==> src/rtl/keypad_pkg.sv <==
// Shared types for the hex keypad entry block: FSM states, scan-result encoding, key map.
// Latency: n/a (types, constants and pure functions only).
// Backpressure: n/a.
package keypad_pkg;

    typedef enum logic [1:0] {
        ST_IDLE     = 2'd0,
        ST_PRESS_DB = 2'd1,
        ST_HELD     = 2'd2,
        ST_REL_DB   = 2'd3
    } kp_state_e;

    typedef enum logic [1:0] {
        SCAN_NONE   = 2'd0,
        SCAN_SINGLE = 2'd1,
        SCAN_MULTI  = 2'd2
    } scan_kind_e;

    typedef struct packed {
        scan_kind_e kind;
        logic [3:0] code;
    } scan_res_t;

    localparam scan_res_t RES_NONE  = '{kind: SCAN_NONE,  code: 4'h0};
    localparam scan_res_t RES_MULTI = '{kind: SCAN_MULTI, code: 4'h0};

    // Nibble i holds the code for index {col,row}; column 0 rows are 1,4,7,0 and so on.
    localparam logic [63:0] KEY_MAP = 64'hDCBA_E963_F852_0741;

    function automatic logic [3:0] key_lookup(input logic [1:0] col_idx, input logic [1:0] row_idx);
        logic [5:0] base;
        base = {col_idx, row_idx, 2'b00};
        return KEY_MAP[base +: 4];
    endfunction

    // Combine two partial scan results: any two presses anywhere make the scan ambiguous.
    function automatic scan_res_t merge_res(input scan_res_t a, input scan_res_t b);
        scan_res_t r;
        if (a.kind == SCAN_NONE) begin
            r = b;
        end else if (b.kind == SCAN_NONE) begin
            r = a;
        end else begin
            r = RES_MULTI;
        end
        return r;
    endfunction

endpackage

==> src/rtl/keypad_scan_timer.sv <==
// Column scan timing: divider, column index, active-low column drive, sample and scan-done strobes.
// Latency: strobes are combinational from the divider/index flops; col follows the index flop.
// Backpressure: none; free-running once out of reset.
module keypad_scan_timer
    import keypad_pkg::*;
#(
    parameter int SCAN_DIV = 99999
) (
    input  logic       clock,
    input  logic       reset_n,
    output logic [3:0] col,
    output logic [1:0] col_idx,
    output logic       sample,
    output logic       scan_done
);

    localparam int                DIV_W   = (SCAN_DIV > 0) ? $clog2(SCAN_DIV + 1) : 1;
    localparam logic [DIV_W-1:0]  DIV_MAX = DIV_W'(SCAN_DIV);
    localparam logic [DIV_W-1:0]  DIV_ONE = DIV_W'(1);

    logic [DIV_W-1:0] div_q, div_d;
    logic [1:0]       idx_q, idx_d;

    // Divider wraps at DIV_MAX; the wrap cycle is the row sample point and advances the column.
    always_comb begin
        sample    = (div_q == DIV_MAX);
        scan_done = sample && (idx_q == 2'd3);
        div_d     = sample ? '0 : (div_q + DIV_ONE);
        idx_d     = sample ? (idx_q + 2'd1) : idx_q;
        col       = ~(4'b0001 << idx_q);
        col_idx   = idx_q;
    end

    // Divider and column index registers.
    always_ff @(posedge clock) begin
        if (!reset_n) begin
            div_q <= '0;
            idx_q <= 2'd0;
        end else begin
            div_q <= div_d;
            idx_q <= idx_d;
        end
    end

endmodule

==> src/rtl/hex_keypad_entry.sv <==
// 4x4 hex keypad scanner with debounce, shifting each accepted key into a 32-bit entry register.
// Latency: key_valid/data update 1 cycle after the column-3 sample edge that completes acceptance.
// Backpressure: none; key_valid is a one-cycle strobe that must be consumed when it fires.
module hex_keypad_entry
    import keypad_pkg::*;
#(
    parameter int SCAN_DIV       = 99999,
    parameter int DEBOUNCE_SCANS = 4
) (
    input  logic        clock,
    input  logic        reset_n,
    input  logic [3:0]  row,
    output logic [3:0]  col,
    input  logic        clear,
    output logic [31:0] data,
    output logic [3:0]  key_code,
    output logic        key_valid,
    output logic        key_held
);

    localparam logic [3:0] DB_N = 4'(DEBOUNCE_SCANS);

    logic [3:0]  row_s1_q, row_s1_d, row_s2_q, row_s2_d;
    logic [1:0]  col_idx;
    logic        sample, scan_done;
    logic [3:0]  row_low;
    logic [1:0]  row_idx;
    scan_res_t   col_res, scan_res, acc_q, acc_d;
    kp_state_e   state_q, state_d;
    logic [3:0]  cnt_q, cnt_d, cnt_inc;
    logic [3:0]  cand_q, cand_d;
    logic        accept_q, accept_d;
    logic        key_valid_q, key_valid_d;
    logic [3:0]  key_code_q, key_code_d;
    logic        key_held_q, key_held_d;
    logic [31:0] data_q, data_d;

    keypad_scan_timer #(
        .SCAN_DIV (SCAN_DIV)
    ) u_scan_timer (
        .clock     (clock),
        .reset_n   (reset_n),
        .col       (col),
        .col_idx   (col_idx),
        .sample    (sample),
        .scan_done (scan_done)
    );

    // Two-flop synchronizer for the asynchronous row inputs.
    always_comb begin
        row_s1_d = row;
        row_s2_d = row_s1_q;
    end

    // Decode the current column and fold it into the running result; column 0 starts a fresh scan.
    always_comb begin
        row_low = ~row_s2_q;
        row_idx = 2'd0;
        for (int r = 3; r >= 0; r--) begin
            if (row_low[r]) row_idx = 2'(r);
        end
        col_res = RES_NONE;
        case ($countones(row_low))
            0:       col_res = RES_NONE;
            1:       col_res = '{kind: SCAN_SINGLE, code: key_lookup(col_idx, row_idx)};
            default: col_res = RES_MULTI;
        endcase
        scan_res = merge_res((col_idx == 2'd0) ? RES_NONE : acc_q, col_res);
        acc_d    = sample ? scan_res : acc_q;
    end

    // Debounce FSM, stepped once per completed scan; rollover keys are ignored until a release.
    always_comb begin
        state_d  = state_q;
        cnt_d    = cnt_q;
        cand_d   = cand_q;
        accept_d = 1'b0;
        cnt_inc  = cnt_q + 4'd1;
        if (scan_done) begin
            case (state_q)
                ST_IDLE: begin
                    if (scan_res.kind == SCAN_SINGLE) begin
                        cand_d = scan_res.code;
                        cnt_d  = 4'd1;
                        if (DB_N == 4'd1) begin
                            state_d  = ST_HELD;
                            accept_d = 1'b1;
                        end else begin
                            state_d = ST_PRESS_DB;
                        end
                    end
                end
                ST_PRESS_DB: begin
                    if (scan_res.kind == SCAN_SINGLE) begin
                        if (scan_res.code == cand_q) begin
                            cnt_d = cnt_inc;
                            if (cnt_inc == DB_N) begin
                                state_d  = ST_HELD;
                                accept_d = 1'b1;
                            end
                        end else begin
                            cand_d = scan_res.code;
                            cnt_d  = 4'd1;
                        end
                    end else begin
                        state_d = ST_IDLE;
                        cnt_d   = 4'd0;
                    end
                end
                ST_HELD: begin
                    if (scan_res.kind == SCAN_NONE) begin
                        if (DB_N == 4'd1) begin
                            state_d = ST_IDLE;
                            cnt_d   = 4'd0;
                        end else begin
                            state_d = ST_REL_DB;
                            cnt_d   = 4'd1;
                        end
                    end
                end
                ST_REL_DB: begin
                    if (scan_res.kind == SCAN_NONE) begin
                        cnt_d = cnt_inc;
                        if (cnt_inc == DB_N) begin
                            state_d = ST_IDLE;
                            cnt_d   = 4'd0;
                        end
                    end else begin
                        state_d = ST_HELD;
                    end
                end
                default: begin
                    state_d = ST_IDLE;
                    cnt_d   = 4'd0;
                end
            endcase
        end
    end

    // Output stage: the accept strobe lands one cycle later; clear is applied before the shift.
    always_comb begin
        key_valid_d = accept_q;
        key_code_d  = accept_q ? cand_q : key_code_q;
        data_d      = clear ? 32'h0 : data_q;
        if (accept_q) begin
            data_d = {data_d[27:0], cand_q};
        end
        key_held_d = key_held_q;
        if (accept_d) begin
            key_held_d = 1'b1;
        end else if (state_q == ST_IDLE) begin
            key_held_d = 1'b0;
        end
    end

    // State registers with synchronous active-low reset.
    always_ff @(posedge clock) begin
        if (!reset_n) begin
            row_s1_q    <= 4'hF;
            row_s2_q    <= 4'hF;
            acc_q       <= RES_NONE;
            state_q     <= ST_IDLE;
            cnt_q       <= 4'd0;
            cand_q      <= 4'h0;
            accept_q    <= 1'b0;
            key_valid_q <= 1'b0;
            key_code_q  <= 4'h0;
            key_held_q  <= 1'b0;
            data_q      <= 32'h0;
        end else begin
            row_s1_q    <= row_s1_d;
            row_s2_q    <= row_s2_d;
            acc_q       <= acc_d;
            state_q     <= state_d;
            cnt_q       <= cnt_d;
            cand_q      <= cand_d;
            accept_q    <= accept_d;
            key_valid_q <= key_valid_d;
            key_code_q  <= key_code_d;
            key_held_q  <= key_held_d;
            data_q      <= data_d;
        end
    end

    assign data      = data_q;
    assign key_code  = key_code_q;
    assign key_valid = key_valid_q;
    assign key_held  = key_held_q;

endmodule

==> config.mk <==
export PLATFORM = sky130hd
export DESIGN_NAME = hex_keypad_entry
export DESIGN_NICKNAME = d
export VERILOG_FILES = /design/src/rtl/keypad_pkg.sv /design/src/rtl/keypad_scan_timer.sv /design/src/rtl/hex_keypad_entry.sv
export SDC_FILE = /design/constraint.sdc
export NUM_CORES = 1
export LEC_CHECK = 0
export ABC_AREA = 0
export ABC_CLOCK_PERIOD_IN_PS = 8880
export CAP_MARGIN = 20
export CORE_MARGIN = 4
export CORE_UTILIZATION = 59
export DETAILED_ROUTE_END_ITERATION = 7
export DONT_BUFFER_PORTS = 1
export PLACE_DENSITY_LB_ADDON = 0.3
export SYNTH_ARGS = -nofsm -noshare
export SYNTH_HDL_FRONTEND = slang
export SYNTH_SLANG_ARGS = --single-unit
==> constraint.sdc <==
create_clock -name clock -period 8.88 [get_ports clock]
set_input_delay 1.332 -clock clock [delete_from_list [all_inputs] [get_ports clock]]
set_output_delay 1.332 -clock clock [all_outputs]
set_load 0.05 [all_outputs]
* Word-level counts from Yosys, hierarchy flattened
Cells that the tools add are included.
Operators by class: bitwise operators 3, equal/unequal tests 17, muxes and demuxes 36, add/sub/neg operators 6, shifts and indexed selects 2, reductions and logical operators 14
Operators by type and width (count):
- 32-bit two-way mux | 2
- 64-bit by 7-bit variable part select with 4-bit output, first input constant | 1
- 4-bit two-way mux | 9
- 32-bit logical NOT | 1
- 2-bit two-way mux | 11
- 6-bit two-way mux | 3
- 17-bit by 1-bit adder with 17-bit output, second input constant | 1
- 17-bit equality test, second input constant | 1
- 4-bit one-hot mux with 4 select lines | 1
- 6-bit one-hot mux with 2 select lines | 1
- 2-bit logical NOT | 5
- 2-bit inequality test, second input constant | 5
- 3-bit inequality test, second input constant | 3
- 4-bit NOT | 2
- 2-bit one-hot mux with 4 select lines | 1
- 4-bit one-hot mux with 2 select lines | 1
- 1-bit two-way mux | 7
- 2-bit equality test, second input constant | 3
- 6-bit AND reduction | 1
- 2-bit nonzero test | 3
- 5-bit AND reduction | 1
- 1-bit by 1-bit adder with 2-bit output | 2
- 4-bit by 1-bit adder with 4-bit output, second input constant | 1
- 2-bit by 1-bit equality test with 1-bit output, second input constant | 2
- other kinds (10) | 10
Word-level totals: bits in registers 82, output and inout bits 42, logic and storage cells 93, bits of input ports 7

* Longest topological paths before layout
depth after elaboration 16, depth in mapped cells 11, depth with buffers taken out 11

* By module
A second synthesis with hierarchy kept.
Unflattened totals: cell total of the unflattened synthesis 432, area total of the unflattened synthesis 3922.5 µm²
By module, submodules not included:
- hex_keypad_entry | seq. area each 1261.2 µm², area each 2961.6 µm², cells each 327, times used 1
- keypad_scan_timer | seq. area each 380.4 µm², area each 960.9 µm², cells each 105, times used 1

* Worst setup path before layout
Ideal clock, no wire load.
path kind register to register, start reg row_s2_q[0], end reg cnt_q[0], required time 8744 ps, setup slack 5745 ps, stages on the path, launching flop included 12, setup time 136 ps, arrival 2999 ps, path buffers 0, clock period less this slack 3135 ps, path through dfxtp_1 -> fa_1 -> inv_1 -> ha_1 -> ha_1 -> nor2_1 -> nand3_1 -> o41ai_2 -> o221ai_2 -> nor4_4 -> o2bb2ai_1 -> a31oi_1
Between the ends: word-level cells in the longest chain between the ends 12, elaborated cells between the ends (all ways) 21, classes of those cells add/sub: 2; eq/ne: 6; shift: 1; mux: 7; bitwise: 1; reduce/logical: 4
RTL lines:
- from (decl) | line hex_keypad_entry.sv:23 | logic [3:0] row_s1_q, row_s1_d, row_s2_q, row_s2_d;
- from (signal assigned) | line hex_keypad_entry.sv:172 | row_s2_q <= row_s2_d;
- 4-bit NOT * | line hex_keypad_entry.sv:57 | row_low = ~row_s2_q;
- 1-bit by 1-bit adder with 2-bit output (implied by the code) | line hex_keypad_entry.sv:63 | case ($countones(row_low))
- 2-bit by 2-bit adder with 3-bit output (implied by the code) | line hex_keypad_entry.sv:63
- 32-bit logical NOT or 3-bit by 1-bit equality test with 1-bit output (tied branches) | line hex_keypad_entry.sv:63
- 6-bit one-hot mux with 2 select lines * | line hex_keypad_entry.sv:63
- 2-bit logical NOT | line keypad_pkg.sv:41 | end else if (b.kind == SCAN_NONE) begin
- 6-bit two-way mux | line keypad_pkg.sv:41
- 6-bit two-way mux * | line keypad_pkg.sv:39 | if (a.kind == SCAN_NONE) begin
- 4-bit equality test | line hex_keypad_entry.sv:95 | if (scan_res.code == cand_q) begin
- 4-bit two-way mux | line hex_keypad_entry.sv:95
- 4-bit two-way mux | line hex_keypad_entry.sv:94 | if (scan_res.kind == SCAN_SINGLE) begin
- 4-bit one-hot mux with 4 select lines | line hex_keypad_entry.sv:80 | case (state_q)
- to (signal assigned) | line hex_keypad_entry.sv:175 | cnt_q <= cnt_d;
- to (decl) | line hex_keypad_entry.sv:30 | logic [3:0] cnt_q, cnt_d, cnt_inc;
Mark *: on every way between the ends. The rest lies on a longest branch, timed or not. A chain may end at the register's enable or synchronous reset.

* Worst setup path after layout
Same ends and word-level chain as after synthesis.

==> impl_results.md <==
- WHS Path Cells: 1
- RSZ-0062 raised after global routing: false
- Synth unique cells: 53
- Placed inst area: 3800 um2
- Synth Net Count: ~440
- Fin area: 4010 um2
- Fin. max-slew vios: 0
- Die height: 88.1 um
- Post-synthesis register bit count: 82
- Pint: 0.520 mW
- Buffers added on ports: 0
- Max-capacitance violation count: 0
- DP HPWL: 5210 um
- Initial antenna violation count: 0
- Drc violations: 0
- Worst min-delay path startpoint: row_s1_q[1]
- Sequential-to-total area share from yosys stat: between 40% and 50%
- FILL cells: 490
- Pwr/cell area: around 170 nW/um2
- I/O pin count: 49
- Final hold slack: 413 ps
- R2r startpoint: row_s2_q[0]
- Hold EP: row_s2_q[1]
- Vias in the first global route: between 2000 and 3000
- Row Count: 28
- Met3 Usage GRT: roughly 5.3%
- Share of the synthesized area in the top cell type: 43.4%
- Flop pwr share: 54.1%
- Startpoint Class: flip-flop
- Global-route wire length before repair: 12000 um
- Post-CTS Setup Repair Bufs: 0
- Chip Width: 88.1 um
- Drt via density: approximately 5.7
- Max Fclk: 284 MHz
- CTS Buf Count: 9
- FFs w/ async S/R, synth: 0%
- ANT cells: 0
- GPL Wtd Cong: 0.927
- Drt total wl: 7310 um
- CP required: 9110 ps
- Clk slew on worst S/H paths: 90 ps
- Critical path type: flip-flop to flip-flop
- CTS tree: yes
- Vias: ~2800
- Hold Fails Final Rpt: 0
- WL/cell: 14.8 um
- Post-DRT Antenna Nets: 0
- Layout cell share with drive strength beyond 1: 6.44%
- Register-to-Register Path Depth: 11
- Commonest cells after routing, fill and taps aside: dfxtp_1, nor2_1, nand2_1, mux2i_1, nand2b_1
- Max clock buf depth: 2
- Post-CTS Resized: 0
- Hold Crit Class: flip-flop to flip-flop
- Core area: 6060 um2
- Logic gate share of total power: 5.4%
- Pre-Repair DR Iteration Count: 4
- Root Buffer: clkbuf_8
- Avg Inst Size Synth: 8.99 um2
- Leak Pwr: 1.47 nW
- Setup crit end kind: flip-flop
- FF-to-FF setup slack: approximately 5400 ps
- Layer carrying the most global-route usage: met2
- Die area: 7760 um2
- # H-tree levels: 3
- Clk pwr share: 40.6%
- Starting Density: 62.4%
- Primary FF master, synth: dfxtp_1
- DRT iter0 DRCs: between 150 and 200
- Gate Count Post-Synth: about 420
- Status: finished, final reports clean
- Reg-to-reg endpoint: cnt_q[0]
- CTS Hold Bufs: 0
- Gr ovfl total: 0
- Area Growth Syn to Fin: 5.98%
- Commonest non-fill, non-tap cell in the layout: dfxtp_1
- Final setup fails: 0
- Yosys warns: 0
- Area contributors post-synth: dfxtp_1, mux2i_1, nor2_1
- GRT Total Usage: 19.6%
- Clk Latency, worst-skew pair: ~350 ps
- Switching share of power: 24.6%
- Pin count of the biggest net entering global routing: 44
- Clock Skew: 12.3 ps
- Area leader, netlist: dfxtp_1
- Setup_tns: 0 ps
- Nets@finish: between 400 and 500
- M2 GR Usage: 32.8%
- Crit share post-route: 39.6%
- Arrival time at the worst endpoint: 3750 ps
- Post-Syn Area: 3780 um2
- Sinks on Clock Net: 82
- Worst VDD drop: around 120 uV
- Switch Pwr: 0.169 mW
- Slew headroom: 34.0%
- Met1 Track Usage GR: 24.6%
- EDFF count, synth: 0
- CP max FO: 9
- Tmin final: around 3500 ps
- Slew @ Worst Pin: 990 ps
Yosys cell counts, types with 8 or more instances:
| master | n |
|---|---|
| dfxtp_1 | 82 |
| nor2_1 | 54 |
| mux2i_1 | 36 |
| nand2_1 | 36 |
| nand2b_1 | 18 |
| nand3_1 | 17 |
| clkbuf_1 | 14 |
| inv_1 | 13 |
| xor2_1 | 13 |
| o21ai_0 | 11 |
| a21boi_0 | 10 |
| ha_1 | 10 |
| and2_1 | 9 |
| nor3_1 | 9 |
| a21oi_1 | 8 |
| nand4_1 | 8 |
| nor2b_1 | 8 |
sequential cells by signal (all words and copies together), names as in the netlist:
name                  cells
key_valid                 1
state_q                   2
key_code                  4
row_s2_q                  4
acc_q                     6
u_scan_timer.col_idx      2
accept_q                  1
cand_q                    4
row_s1_q                  4
u_scan_timer.div_q       17
key_held                  1
cnt_q                     4
data                     32
metrics by stage:
step                cells  setup WS (ps)  total power [mW]  util, %
finish                494           5360             0.689     66.2
global route          494           5070             0.717     66.2
CTS                   494           5310             0.696     66.2
detailed placement    478           5330             0.418     62.8
global placement      478           5460             0.418     62.8
floorplan             421           5750             0.414        -
critical path, stage by stage (launching register included):
cell and delay (ps):
dfxtp_1 400, fa_1 570, inv_1 40, ha_1 170, ha_1 300, nor2_1 330, nand3_1 230, o31ai_1 470
xor2_1 180, nor4_4 460, o2bb2ai_1 160, a31oi_1 90
worst max-delay path by stage:
stage,start,endpoint,slack (ps),depth (start not counted)
after floorplan,row_s2_q[0],cnt_q[0],5750,11
after global placement,row_s2_q[0],cnt_q[0],5460,11
after detailed placement,row_s2_q[0],cnt_q[0],5330,11
after CTS,row_s2_q[0],cnt_q[0],5310,11
after global routing,row_s2_q[0],cnt_q[2],5070,11
final,row_s2_q[0],cnt_q[0],5360,11
power groups by stage:
stage	Clock (mW)	Sequential [mW]	Combinational [mW]
after detailed placement	0	0.381	0.0365
after global placement	0	0.381	0.0364
after global routing	0.302	0.373	0.0418
after floorplan	0	0.381	0.0333
after CTS	0.286	0.373	0.0369
final	0.279	0.373	0.0369
cells by family after synthesis:
group                      synth area share, %
muxes                                     9.52
DFF                                       43.4
AOI/OAI and AO/OA                         11.0
buffers and inverters                     3.31
and+or+nand+nor                           25.0
adders and majority gates                 3.83
xor gates and xnor gates                  3.93
cell type report:
type | count | area (um2) | area share, %
Clock buffer | 9 | 124 | 3.09
Clock inverter | 7 | 83.8 | 2.09
Inverter | 13 | 48.8 | 1.22
Multi-Input combinational cell | 308 | 2020 | 50.3
Sequential cell | 82 | 1640 | 41.0
Tap cell | 75 | 93.8 | 2.34
routing by layer:
layer  wire length [um]  share of wire, %
met1               3310                45
met3                352               4.8
met4                 99               1.4
met2               3550                49
met5                  0                 0
(Power assumes the default switching activity.)
